<file path="src/rtl/vga_pkg.sv">
// rtl/vga_pkg.sv - VGA scanout timing defaults and RGB332 pixel helpers
package vga_pkg;

    localparam int PIX_DIV_DEF  = 4;
    localparam int H_ACTIVE_DEF = 640;
    localparam int H_FP_DEF     = 16;
    localparam int H_SYNC_DEF   = 96;
    localparam int H_BP_DEF     = 48;
    localparam int V_ACTIVE_DEF = 480;
    localparam int V_FP_DEF     = 10;
    localparam int V_SYNC_DEF   = 2;
    localparam int V_BP_DEF     = 33;

    localparam int H_TOTAL_DEF = H_ACTIVE_DEF + H_FP_DEF + H_SYNC_DEF + H_BP_DEF;
    localparam int V_TOTAL_DEF = V_ACTIVE_DEF + V_FP_DEF + V_SYNC_DEF + V_BP_DEF;

    typedef struct packed {
        logic [2:0] red;
        logic [2:0] grn;
        logic [1:0] blu;
    } rgb332_t;

    function automatic rgb332_t rgb332_unpack(input logic [7:0] px);
        return rgb332_t'(px);
    endfunction

endpackage

</file>
<file path="src/rtl/vga_scanout_if.sv">
// rtl/vga_scanout_if.sv - framebuffer word stream from the fetch master into scanout
interface vga_scanout_if;

    logic [31:0] pix_dat_i;
    logic        pix_vld_i;
    logic        pix_rdy_o;

    modport master (
        output pix_dat_i,
        output pix_vld_i,
        input  pix_rdy_o
    );

    modport slave (
        input  pix_dat_i,
        input  pix_vld_i,
        output pix_rdy_o
    );

endinterface

</file>
<file path="src/rtl/vga_word_fifo.sv">
// rtl/vga_word_fifo.sv - two-entry word FIFO with synchronous flush
module vga_word_fifo #(
    parameter int W = 32
) (
    input  logic         wb_clk_i,
    input  logic         wb_rst_ni,
    input  logic         flush,
    input  logic         push,
    input  logic [W-1:0] din,
    input  logic         pop,
    output logic [W-1:0] dout,
    output logic         full,
    output logic         empty
);

    logic [W-1:0] mem [2];
    logic         wr_ptr;
    logic         rd_ptr;
    logic [1:0]   count;

    always_ff @(posedge wb_clk_i or negedge wb_rst_ni) begin
        if (!wb_rst_ni) begin
            mem[0] <= '0;
            mem[1] <= '0;
            wr_ptr <= 1'b0;
            rd_ptr <= 1'b0;
            count  <= 2'd0;
        end else if (flush) begin
            wr_ptr <= 1'b0;
            rd_ptr <= 1'b0;
            count  <= 2'd0;
        end else begin
            if (push) begin
                mem[wr_ptr] <= din;
                wr_ptr      <= ~wr_ptr;
            end
            if (pop) begin
                rd_ptr <= ~rd_ptr;
            end
            count <= count + {1'b0, push} - {1'b0, pop};
        end
    end

    assign dout  = mem[rd_ptr];
    assign full  = (count == 2'd2);
    assign empty = (count == 2'd0);

endmodule

</file>
<file path="src/rtl/vga_scanout.sv">
// rtl/vga_scanout.sv - VGA timing, 4-pixel word unpack and registered pin drive
module vga_scanout
    import vga_pkg::*;
#(
    parameter int PIX_DIV  = PIX_DIV_DEF,
    parameter int H_ACTIVE = H_ACTIVE_DEF,
    parameter int H_FP     = H_FP_DEF,
    parameter int H_SYNC   = H_SYNC_DEF,
    parameter int H_BP     = H_BP_DEF,
    parameter int V_ACTIVE = V_ACTIVE_DEF,
    parameter int V_FP     = V_FP_DEF,
    parameter int V_SYNC   = V_SYNC_DEF,
    parameter int V_BP     = V_BP_DEF
) (
    input  logic         wb_clk_i,
    input  logic         wb_rst_ni,
    vga_scanout_if.slave pix,
    output logic         frame_start_o,
    input  logic         clr_underflow_i,
    output logic         underflow_o,
    output logic         vga_hs_o,
    output logic         vga_vs_o,
    output logic [2:0]   vga_red_o,
    output logic [2:0]   vga_grn_o,
    output logic [1:0]   vga_blu_o
);

    localparam int H_TOTAL = H_ACTIVE + H_FP + H_SYNC + H_BP;
    localparam int V_TOTAL = V_ACTIVE + V_FP + V_SYNC + V_BP;
    localparam int HW      = $clog2(H_TOTAL);
    localparam int VW      = $clog2(V_TOTAL);
    localparam int DW      = $clog2(PIX_DIV + 1);

    localparam logic [DW-1:0] DIV_LAST = DW'(PIX_DIV - 1);
    localparam logic [HW-1:0] H_ACT    = HW'(H_ACTIVE);
    localparam logic [HW-1:0] H_SS     = HW'(H_ACTIVE + H_FP);
    localparam logic [HW-1:0] H_SE     = HW'(H_ACTIVE + H_FP + H_SYNC);
    localparam logic [HW-1:0] H_LAST   = HW'(H_TOTAL - 1);
    localparam logic [VW-1:0] V_ACT    = VW'(V_ACTIVE);
    localparam logic [VW-1:0] V_SS     = VW'(V_ACTIVE + V_FP);
    localparam logic [VW-1:0] V_SE     = VW'(V_ACTIVE + V_FP + V_SYNC);
    localparam logic [VW-1:0] V_LAST   = VW'(V_TOTAL - 1);
    localparam logic [VW-1:0] V_FS     = VW'(V_ACTIVE - 1);

    logic [DW-1:0] div;
    logic [HW-1:0] h_cnt;
    logic [VW-1:0] v_cnt;
    logic          tick;
    logic          active;
    logic          line_end;
    logic          fs_next;
    logic [23:0]   shreg;
    logic [1:0]    slot_cnt;
    logic [7:0]    px_next;
    logic          need_word;
    rgb332_t       pix_q;

    logic          fifo_push;
    logic          fifo_pop;
    logic [31:0]   fifo_dout;
    logic          fifo_full;
    logic          fifo_empty;

    assign tick      = (div == DIV_LAST);
    assign active    = (h_cnt < H_ACT) && (v_cnt < V_ACT);
    assign line_end  = (h_cnt == H_LAST);
    assign fs_next   = tick && line_end && (v_cnt == V_FS);
    assign need_word = tick && active && (slot_cnt == 2'd0);
    assign fifo_pop  = need_word && !fifo_empty;

    // Pushes are refused in the flush clock so no stale word survives into the new frame.
    assign pix.pix_rdy_o = wb_rst_ni && !fifo_full && !frame_start_o;
    assign fifo_push     = pix.pix_vld_i && pix.pix_rdy_o;

    vga_word_fifo #(.W(32)) u_fifo (
        .wb_clk_i  (wb_clk_i),
        .wb_rst_ni (wb_rst_ni),
        .flush     (frame_start_o),
        .push      (fifo_push),
        .din       (pix.pix_dat_i),
        .pop       (fifo_pop),
        .dout      (fifo_dout),
        .full      (fifo_full),
        .empty     (fifo_empty)
    );

    always_comb begin
        px_next = 8'h00;
        if (slot_cnt == 2'd0) begin
            px_next = fifo_empty ? 8'h00 : fifo_dout[31:24];
        end else begin
            px_next = shreg[23:16];
        end
    end

    always_ff @(posedge wb_clk_i or negedge wb_rst_ni) begin
        if (!wb_rst_ni) begin
            div   <= '0;
            h_cnt <= '0;
            v_cnt <= '0;
        end else begin
            div <= tick ? '0 : div + DW'(1);
            if (tick) begin
                h_cnt <= line_end ? '0 : h_cnt + HW'(1);
                if (line_end) begin
                    v_cnt <= (v_cnt == V_LAST) ? '0 : v_cnt + VW'(1);
                end
            end
        end
    end

    // An empty FIFO still consumes a 4-pixel slot (black) to keep word alignment on the line.
    always_ff @(posedge wb_clk_i or negedge wb_rst_ni) begin
        if (!wb_rst_ni) begin
            shreg    <= '0;
            slot_cnt <= 2'd0;
        end else if (frame_start_o) begin
            shreg    <= '0;
            slot_cnt <= 2'd0;
        end else if (tick && active) begin
            if (slot_cnt == 2'd0) begin
                shreg    <= fifo_empty ? 24'h0 : fifo_dout[23:0];
                slot_cnt <= 2'd3;
            end else begin
                shreg    <= {shreg[15:0], 8'h00};
                slot_cnt <= slot_cnt - 2'd1;
            end
        end
    end

    always_ff @(posedge wb_clk_i or negedge wb_rst_ni) begin
        if (!wb_rst_ni) begin
            vga_hs_o      <= 1'b1;
            vga_vs_o      <= 1'b1;
            pix_q         <= '0;
            frame_start_o <= 1'b0;
            underflow_o   <= 1'b0;
        end else begin
            frame_start_o <= fs_next;
            if (tick) begin
                vga_hs_o <= !((h_cnt >= H_SS) && (h_cnt < H_SE));
                vga_vs_o <= !((v_cnt >= V_SS) && (v_cnt < V_SE));
                pix_q    <= active ? rgb332_unpack(px_next) : '0;
            end
            if (need_word && fifo_empty) begin
                underflow_o <= 1'b1;
            end else if (clr_underflow_i) begin
                underflow_o <= 1'b0;
            end
        end
    end

    assign vga_red_o = pix_q.red;
    assign vga_grn_o = pix_q.grn;
    assign vga_blu_o = pix_q.blu;

endmodule
</file>
<file path="src/flat_wrapper.sv">
// flat-port wrapper written by rule: the top's interface ports become plain ports
module vga_scanout_flat import vga_pkg::*;
#(
    parameter int PIX_DIV  = PIX_DIV_DEF,
    parameter int H_ACTIVE = H_ACTIVE_DEF,
    parameter int H_FP     = H_FP_DEF,
    parameter int H_SYNC   = H_SYNC_DEF,
    parameter int H_BP     = H_BP_DEF,
    parameter int V_ACTIVE = V_ACTIVE_DEF,
    parameter int V_FP     = V_FP_DEF,
    parameter int V_SYNC   = V_SYNC_DEF,
    parameter int V_BP     = V_BP_DEF
)
  (wb_clk_i, wb_rst_ni, frame_start_o, clr_underflow_i, underflow_o, vga_hs_o, vga_vs_o, vga_red_o, vga_grn_o, vga_blu_o, pix_pix_dat_i, pix_pix_vld_i, pix_pix_rdy_o);
  vga_scanout_if pix_i ();
  input  logic wb_clk_i;
  input  logic wb_rst_ni;
  output logic frame_start_o;
  input  logic clr_underflow_i;
  output logic underflow_o;
  output logic vga_hs_o;
  output logic vga_vs_o;
  output logic [2:0] vga_red_o;
  output logic [2:0] vga_grn_o;
  output logic [1:0] vga_blu_o;
  input wire logic [$bits(pix_i.pix_dat_i)-1:0] pix_pix_dat_i;
  input wire logic [$bits(pix_i.pix_vld_i)-1:0] pix_pix_vld_i;
  output wire logic [$bits(pix_i.pix_rdy_o)-1:0] pix_pix_rdy_o;
  assign pix_i.pix_dat_i = pix_pix_dat_i;
  assign pix_i.pix_vld_i = pix_pix_vld_i;
  assign pix_pix_rdy_o = pix_i.pix_rdy_o;
  vga_scanout #(.PIX_DIV(PIX_DIV), .H_ACTIVE(H_ACTIVE), .H_FP(H_FP), .H_SYNC(H_SYNC), .H_BP(H_BP), .V_ACTIVE(V_ACTIVE), .V_FP(V_FP), .V_SYNC(V_SYNC), .V_BP(V_BP)) u_core (.wb_clk_i(wb_clk_i), .wb_rst_ni(wb_rst_ni), .pix(pix_i), .frame_start_o(frame_start_o), .clr_underflow_i(clr_underflow_i), .underflow_o(underflow_o), .vga_hs_o(vga_hs_o), .vga_vs_o(vga_vs_o), .vga_red_o(vga_red_o), .vga_grn_o(vga_grn_o), .vga_blu_o(vga_blu_o));
endmodule
</file>
<file path="config.mk">
export PLATFORM = sky130hd
export DESIGN_NAME = vga_scanout_flat
export DESIGN_NICKNAME = d
export VERILOG_FILES = /design/src/rtl/vga_pkg.sv /design/src/rtl/vga_scanout_if.sv /design/src/rtl/vga_word_fifo.sv /design/src/rtl/vga_scanout.sv /design/src/flat_wrapper.sv
export SDC_FILE = /design/constraint.sdc
export NUM_CORES = 1
export LEC_CHECK = 0
export ABC_CLOCK_PERIOD_IN_PS = 5700
export BUFFER_PORTS_ARGS = -buffer_cell sky130_fd_sc_hd__buf_2
export CAP_MARGIN = 10
export CORE_MARGIN = 2
export CORE_UTILIZATION = 40
export CTS_CLUSTER_SIZE = 8
export DETAILED_ROUTE_END_ITERATION = 10
export GPL_TIMING_DRIVEN = 0
export PLACE_DENSITY = 0.6
export SLEW_MARGIN = 20
export SYNTH_ARGS = -nofsm -noshare
export SYNTH_HDL_FRONTEND = slang
export SYNTH_HIERARCHICAL = 1
export SYNTH_SLANG_ARGS = --single-unit
export TNS_END_PERCENT = 100
</file>
<file path="constraint.sdc">
create_clock -name wb_clk_i -period 5.7 [get_ports wb_clk_i]
set_clock_uncertainty 0.1 [all_clocks]
set_input_delay 1.14 -clock wb_clk_i [delete_from_list [all_inputs] [get_ports wb_clk_i]]
set_output_delay 1.14 -clock wb_clk_i [all_outputs]
set_load 0.05 [all_outputs]
</file>
### Word level (Yosys, flattened, before mapping)

Cells that the tools add are included.

* muxes and demuxes: 26
* reduce and logical (&&, ||, !) cells: 26
* magnitude comparators: 9
* equal/unequal tests: 5
* add/sub/neg operators: 6
* bitwise gates (word level): 5

Operators with widths (number)
* 32-bit two-way mux: 4
* 24-bit two-way mux: 4
* 64-bit bitwise mux: 1
* 32-bit demux with 1-bit select: 1
* 8-bit two-way mux: 3
* 10-bit by 1-bit adder with 10-bit output, second input constant: 2
* 10-bit == test, second input constant: 2
* 10-bit < comparator, second input constant: 2
* 10-bit by 9-bit < comparator with 1-bit output, second input constant: 2
* 10-bit two-way mux: 2
* 1-bit logical AND: 13
* 10-bit by 9-bit == test with 1-bit output, second input constant: 1
* 10-bit >= comparator, second input constant: 1
* 10-bit by 9-bit >= comparator with 1-bit output, second input constant: 1
* 2-bit two-way mux: 4
* 2-bit nonzero test: 4
* 1-bit two-way mux: 6
* 1-bit zero test: 5
* 2-bit >= comparator, second input constant: 2
* 2-bit zero test: 2
* 1-bit inverter with 2-bit output: 2
* 2-bit AND reduction: 2
* 3-bit by 1-bit adder with 3-bit output, second input constant: 1
* 3-bit by 2-bit == test with 1-bit output, second input constant: 1
* 7 further kinds: 9

* input bits: 36
* flip-flop bits (word level): 129
* output and inout bits: 13
* word-level logic and storage cells: 94

### Depth between registers and ports, before layout

* depth in word-level cells: 8
* depth in mapped cells: 11
* mapped depth without buffers: 9

### Cells and area by module

The synthesis kept the hierarchy.

Modules (own cells, without submodules)
* vga_word_fifo: area each 3009.1 µm², cells an instance 189, instances 1, sequential area each 1701.6 µm²
* vga_scanout: area each 2972.9 µm², cells an instance 286, instances 1, sequential area each 1529.0 µm²

### Worst setup path after synthesis

OpenSTA, ideal clock, no wires.

* path type: input-to-reg
* start: input port wb_rst_ni
* end: register u_core/u_fifo/mem[51] (netlist name)
* arrival time: 3500 ps
* library setup time: 125 ps
* setup slack: 1975 ps
* required time: 5475 ps
* cell stages on the path: 5
* buffers on the path: 1
* cells stage by stage: nor3b_1 -> and2_1 -> nor3b_4 -> buf_6 -> mux2_2

* cells in the longest elaborated chain, start to end: 4

RTL lines
* start, declared: line flat_wrapper.sv:17 `input logic wb_rst_ni;`
* 1-bit logical AND (2 in series): line vga_scanout.sv:72 `assign pix.pix_rdy_o = wb_rst_ni && !fifo_full && !frame_start_o;`
* 1-bit logical AND: line vga_scanout.sv:73 `assign fifo_push = pix.pix_vld_i && pix.pix_rdy_o;`
* via u_core.fifo_push: line vga_scanout.sv:58 `logic fifo_push;`
* 2-bit AND reduction (no line)
* end signal, assigned by index: line vga_word_fifo.sv:34 `mem[wr_ptr] <= din;`
* end, declared: line vga_word_fifo.sv:16 `logic [W-1:0] mem [2];`

The timed path passes the listed nets, and every way through them passes these cells.
A chain may end at the register's enable or synchronous reset.

### Worst setup path after layout

* start: input port wb_rst_ni
* end: output port pix_pix_rdy_o

* cells in the longest elaborated chain, start to end: 2

RTL lines
* 1-bit logical AND (2 in series): line vga_scanout.sv:72
* end, declared: line flat_wrapper.sv:28 `output wire logic [$bits(pix_i.pix_rdy_o)-1:0] pix_pix_rdy_o;`

Every way passes these cells.

==> flow_summary.toml <==
[finish]
stdcell_count = 740
utilization_pct = 48.7
drive_gt1_share_pct = 38.5
diodes = 0
stdcell_area_sq_um = 7100
area_growth_pct = 18.8
fin_nets = 587

[place]
dpl.cell_count = 708
io_buffers = 48
placed_area_sq_um = 6490
gp_congestion = 0.768
dp_hpwl_mm = 8.87

[floorplanning]
fp.dieW_um = 126
rows = 44
start_util_pct = 41.0
die_y_um = 126
ioPinCount = 49
core_region_area_sq_um = 14600
die_area_sq_um = 15900

[cts]
cts-hold-fix-buffers = 0
clk_pin_slew_ns = 0.05
cts.path.max_buffers = 2
cts_tree = "built"
cts_htree_levels = 4
cts_resized = 0
cts_sinks = 129
post_cts_buffers = 0
cts-root-buf = "clkbuf_16"
numCtsBuffers = 17
clock_latency_ns = 0.42

[power_and_ir_drop]
comb_power_share_pct = 27.6
ir_worst_vdd_v = 0.000345
p_int_w = 0.00237
p_clk_share_pct = 32.9
pwr-share-seq_pct = 39.5
swShare_pct = 29.6
total_leakage_power_nw = 3.14
powerDensity_nw_per_um2 = 474
switchingPower_w = 0.000998

[sta]
fin_crit_ns = 3.83
max_slew.worst_pin.slew_ns = 0.690
rsz0062_at_grt = "false"
hold_slack_ns = 0.329
maxSlewHeadroom_pct = 54.0
fmaxAchievable_mhz = 261
hold_viol = 0
timing.final.crit_share_pct = 67.2
slew_viol_final = 0
setup_viol = 0
fin_setup_tns_ns = 0

[route]
avgRoutedWirePerCell_um = 17.2
wl_met2_mm = 6.44
wl_met3_um = 515
totalWireLength_mm = 12.8
postRouteAntennaNets = 0
via_per_inst = 5.31
dr.pass1.iters = 4
drtIter0Drc = 246
wl_met1_mm = 5.64
top_layer = "met4"
drc_errors = 0
vias = 3932

[hold_path]
holdCritPathClass = "reg2reg"
worstHoldPathCells = 1

[critical_path]
slowest_delay_ns = 0.41
critPathBufInv = 3
worstPathRequired_ns = 4.46
slowest_stage = "buf_16"
worst-path-stages = 4
startpoint_type = "input pin"
crit_path_cell_trace = "buf_8 > buf_16 > nor3b_1 > buf_2"
worstSetupPathType = "in2out"
crit_path_max_fanout = 104
worst_r2r_path_depth = 11
cpLargestDelayFamily = "buffers and inverters"
endpoint_kind = "primary output"
critPathArrivalTime_ns = 2.59

[yosys]
synth.distinct_cells = 51
ys_seq_area_share_pct = 54.0
synth_ff_type = "dfrtp_1"
postSynthAreaPerCell_sq_um = 12.6
yosys_warnings = 6
synthCells = 475
ys_ff_latch = 129
syn_area_sq_um = 5980
syn_nets = 519
async_reset_ff_share_pct = 100
synth_edf_count = 0

[job]
drv_cap = 0

[grt]
grt_max_degree = 105
grt_pass1_vias = 4061
grt_usage_pct = 17.0
overflow = 0
antenna_found_initial = 0
grt_first_pass_wirelength_mm = 21.1

[outcome]
status = "finished clean"
==> per-stage QoR <==
| stage | total power (W) | worst slack, ns |
|---|---|---|
| floorplan | 0.00202 | 1.98 |
| global placement | 0.00225 | 0.359 |
| detailed placement | 0.00229 | 1.85 |
| CTS | 0.00341 | 1.84 |
| global route | 0.00354 | 1.72 |
| finish | 0.00337 | 1.87 |
==> synthesized netlist by cell type, types with 7 or more instances <==
library cell | instances | area [sq um]
xnor2_1 | 7 | 61.3
nand2_1 | 22 | 82.6
dfrtp_1 | 127 | 3180
nand3_1 | 18 | 90.1
a21oi_1 | 10 | 50.1
and3_1 | 11 | 68.8
nor2_1 | 30 | 113
nor3_1 | 21 | 105
ha_1 | 8 | 100
inv_1 | 13 | 48.8
mux2_2 | 94 | 1060
a221oi_2 | 11 | 165
a221o_1 | 8 | 80.1
o21ai_0 | 10 | 50.1
clkbuf_1 | 10 | 37.5
==> worst paths after layout <==
path	endpoint	start	slack [ns]
worst min register to register	u_core/div[0]	u_core/div[0]	0.33
worst max register to register	u_core/u_fifo/count[1]	u_core/div[0]	2.90
worst min-delay path	u_core/div[0]	u_core/div[0]	0.33
min in group asynchronous	u_core/h_cnt[1]	wb_rst_ni	0.47
worst max-delay path	pix_pix_rdy_o	wb_rst_ni	1.87
max in group asynchronous	u_core/u_fifo/mem[43]	wb_rst_ni	4.26
==> routing by layer <==
layer | vias to the layer above | GRT usage, %
met5 | - | 0
met4 | 0 | 5.30
met3 | 18 | 4.68
met2 | 87 | 28.3
met1 | 1976 | 21.7
li1 | 1851 | -
==> state kept, by name, summed over array words and instances, names as in the netlist <==
signal                flops
u_core/div                3
u_core/frame_start_o      1
u_core/h_cnt             10
u_core/shreg             24
u_core/slot_cnt           2
u_core/u_fifo/count       2
u_core/u_fifo/mem        64
u_core/u_fifo/rd_ptr      1
u_core/u_fifo/wr_ptr      1
u_core/underflow_o        1
u_core/v_cnt             10
u_core/vga_blu_o          2
u_core/vga_grn_o          3
u_core/vga_hs_o           1
u_core/vga_red_o          3
u_core/vga_vs_o           1
==> layout make-up <==
cell class / count / area [sq um]
Buffer: 27 / 193
Clock buffer: 19 / 453
Clock inverter: 13 / 161
Fill cell: 1284 / 7480
Inverter: 14 / 52.6
Multi-Input combinational cell: 305 / 2510
Sequential cell: 129 / 3230
Tap cell: 184 / 230
Timing Repair Buffer: 49 / 278
==> kinds of logic after synthesis <==
| family | share of synthesized area, % |
|---|---|
| and+or+nand+nor | 12.1 |
| AOI/OAI and AO/OA | 7.59 |
| buffers and inverters | 4.10 |
| xor gates and xnor gates | 2.28 |
| adders and majority gates | 1.67 |
| DFF | 54.0 |
| muxes | 18.2 |
==> cell usage in the layout (no fill, tap or decap), drive strengths merged, types with 3 or more instances in the layout <==
master / Yosys / final
clkinv: 0 / 6
and4: 3 / 3
xor2: 6 / 6
a221oi: 16 / 16
and2: 5 / 5
nand3: 18 / 18
buf: 14 / 63
ha: 8 / 8
clkinvlp: 0 / 4
bufinv: 0 / 3
xnor2: 7 / 7
inv: 14 / 14
mux2: 96 / 96
nor2: 31 / 31
a221o: 8 / 8
a21oi: 10 / 10
clkbuf: 13 / 32
dfrtp: 127 / 127
nand2: 22 / 22
o21ai: 10 / 10
nor2b: 4 / 4
nor3: 21 / 21
and3: 11 / 11
nand4: 5 / 5
nor4: 4 / 4
==> power groups by stage <==
| stage | Combinational, W | Sequential, W | Clock, W |
|---|---|---|---|
| 3_3_place_gp | 0.000920 | 0.00133 | 0 |
| 4_1_cts | 0.000946 | 0.00133 | 0.00114 |
| 5_1_grt | 0.00100 | 0.00136 | 0.00118 |
| 2_1_floorplan | 0.000629 | 0.00139 | 0 |
| 3_5_place_dp | 0.000940 | 0.00135 | 0 |
| 6_report | 0.000929 | 0.00133 | 0.00111 |
Note: power is estimated with default switching activity, not from simulation.
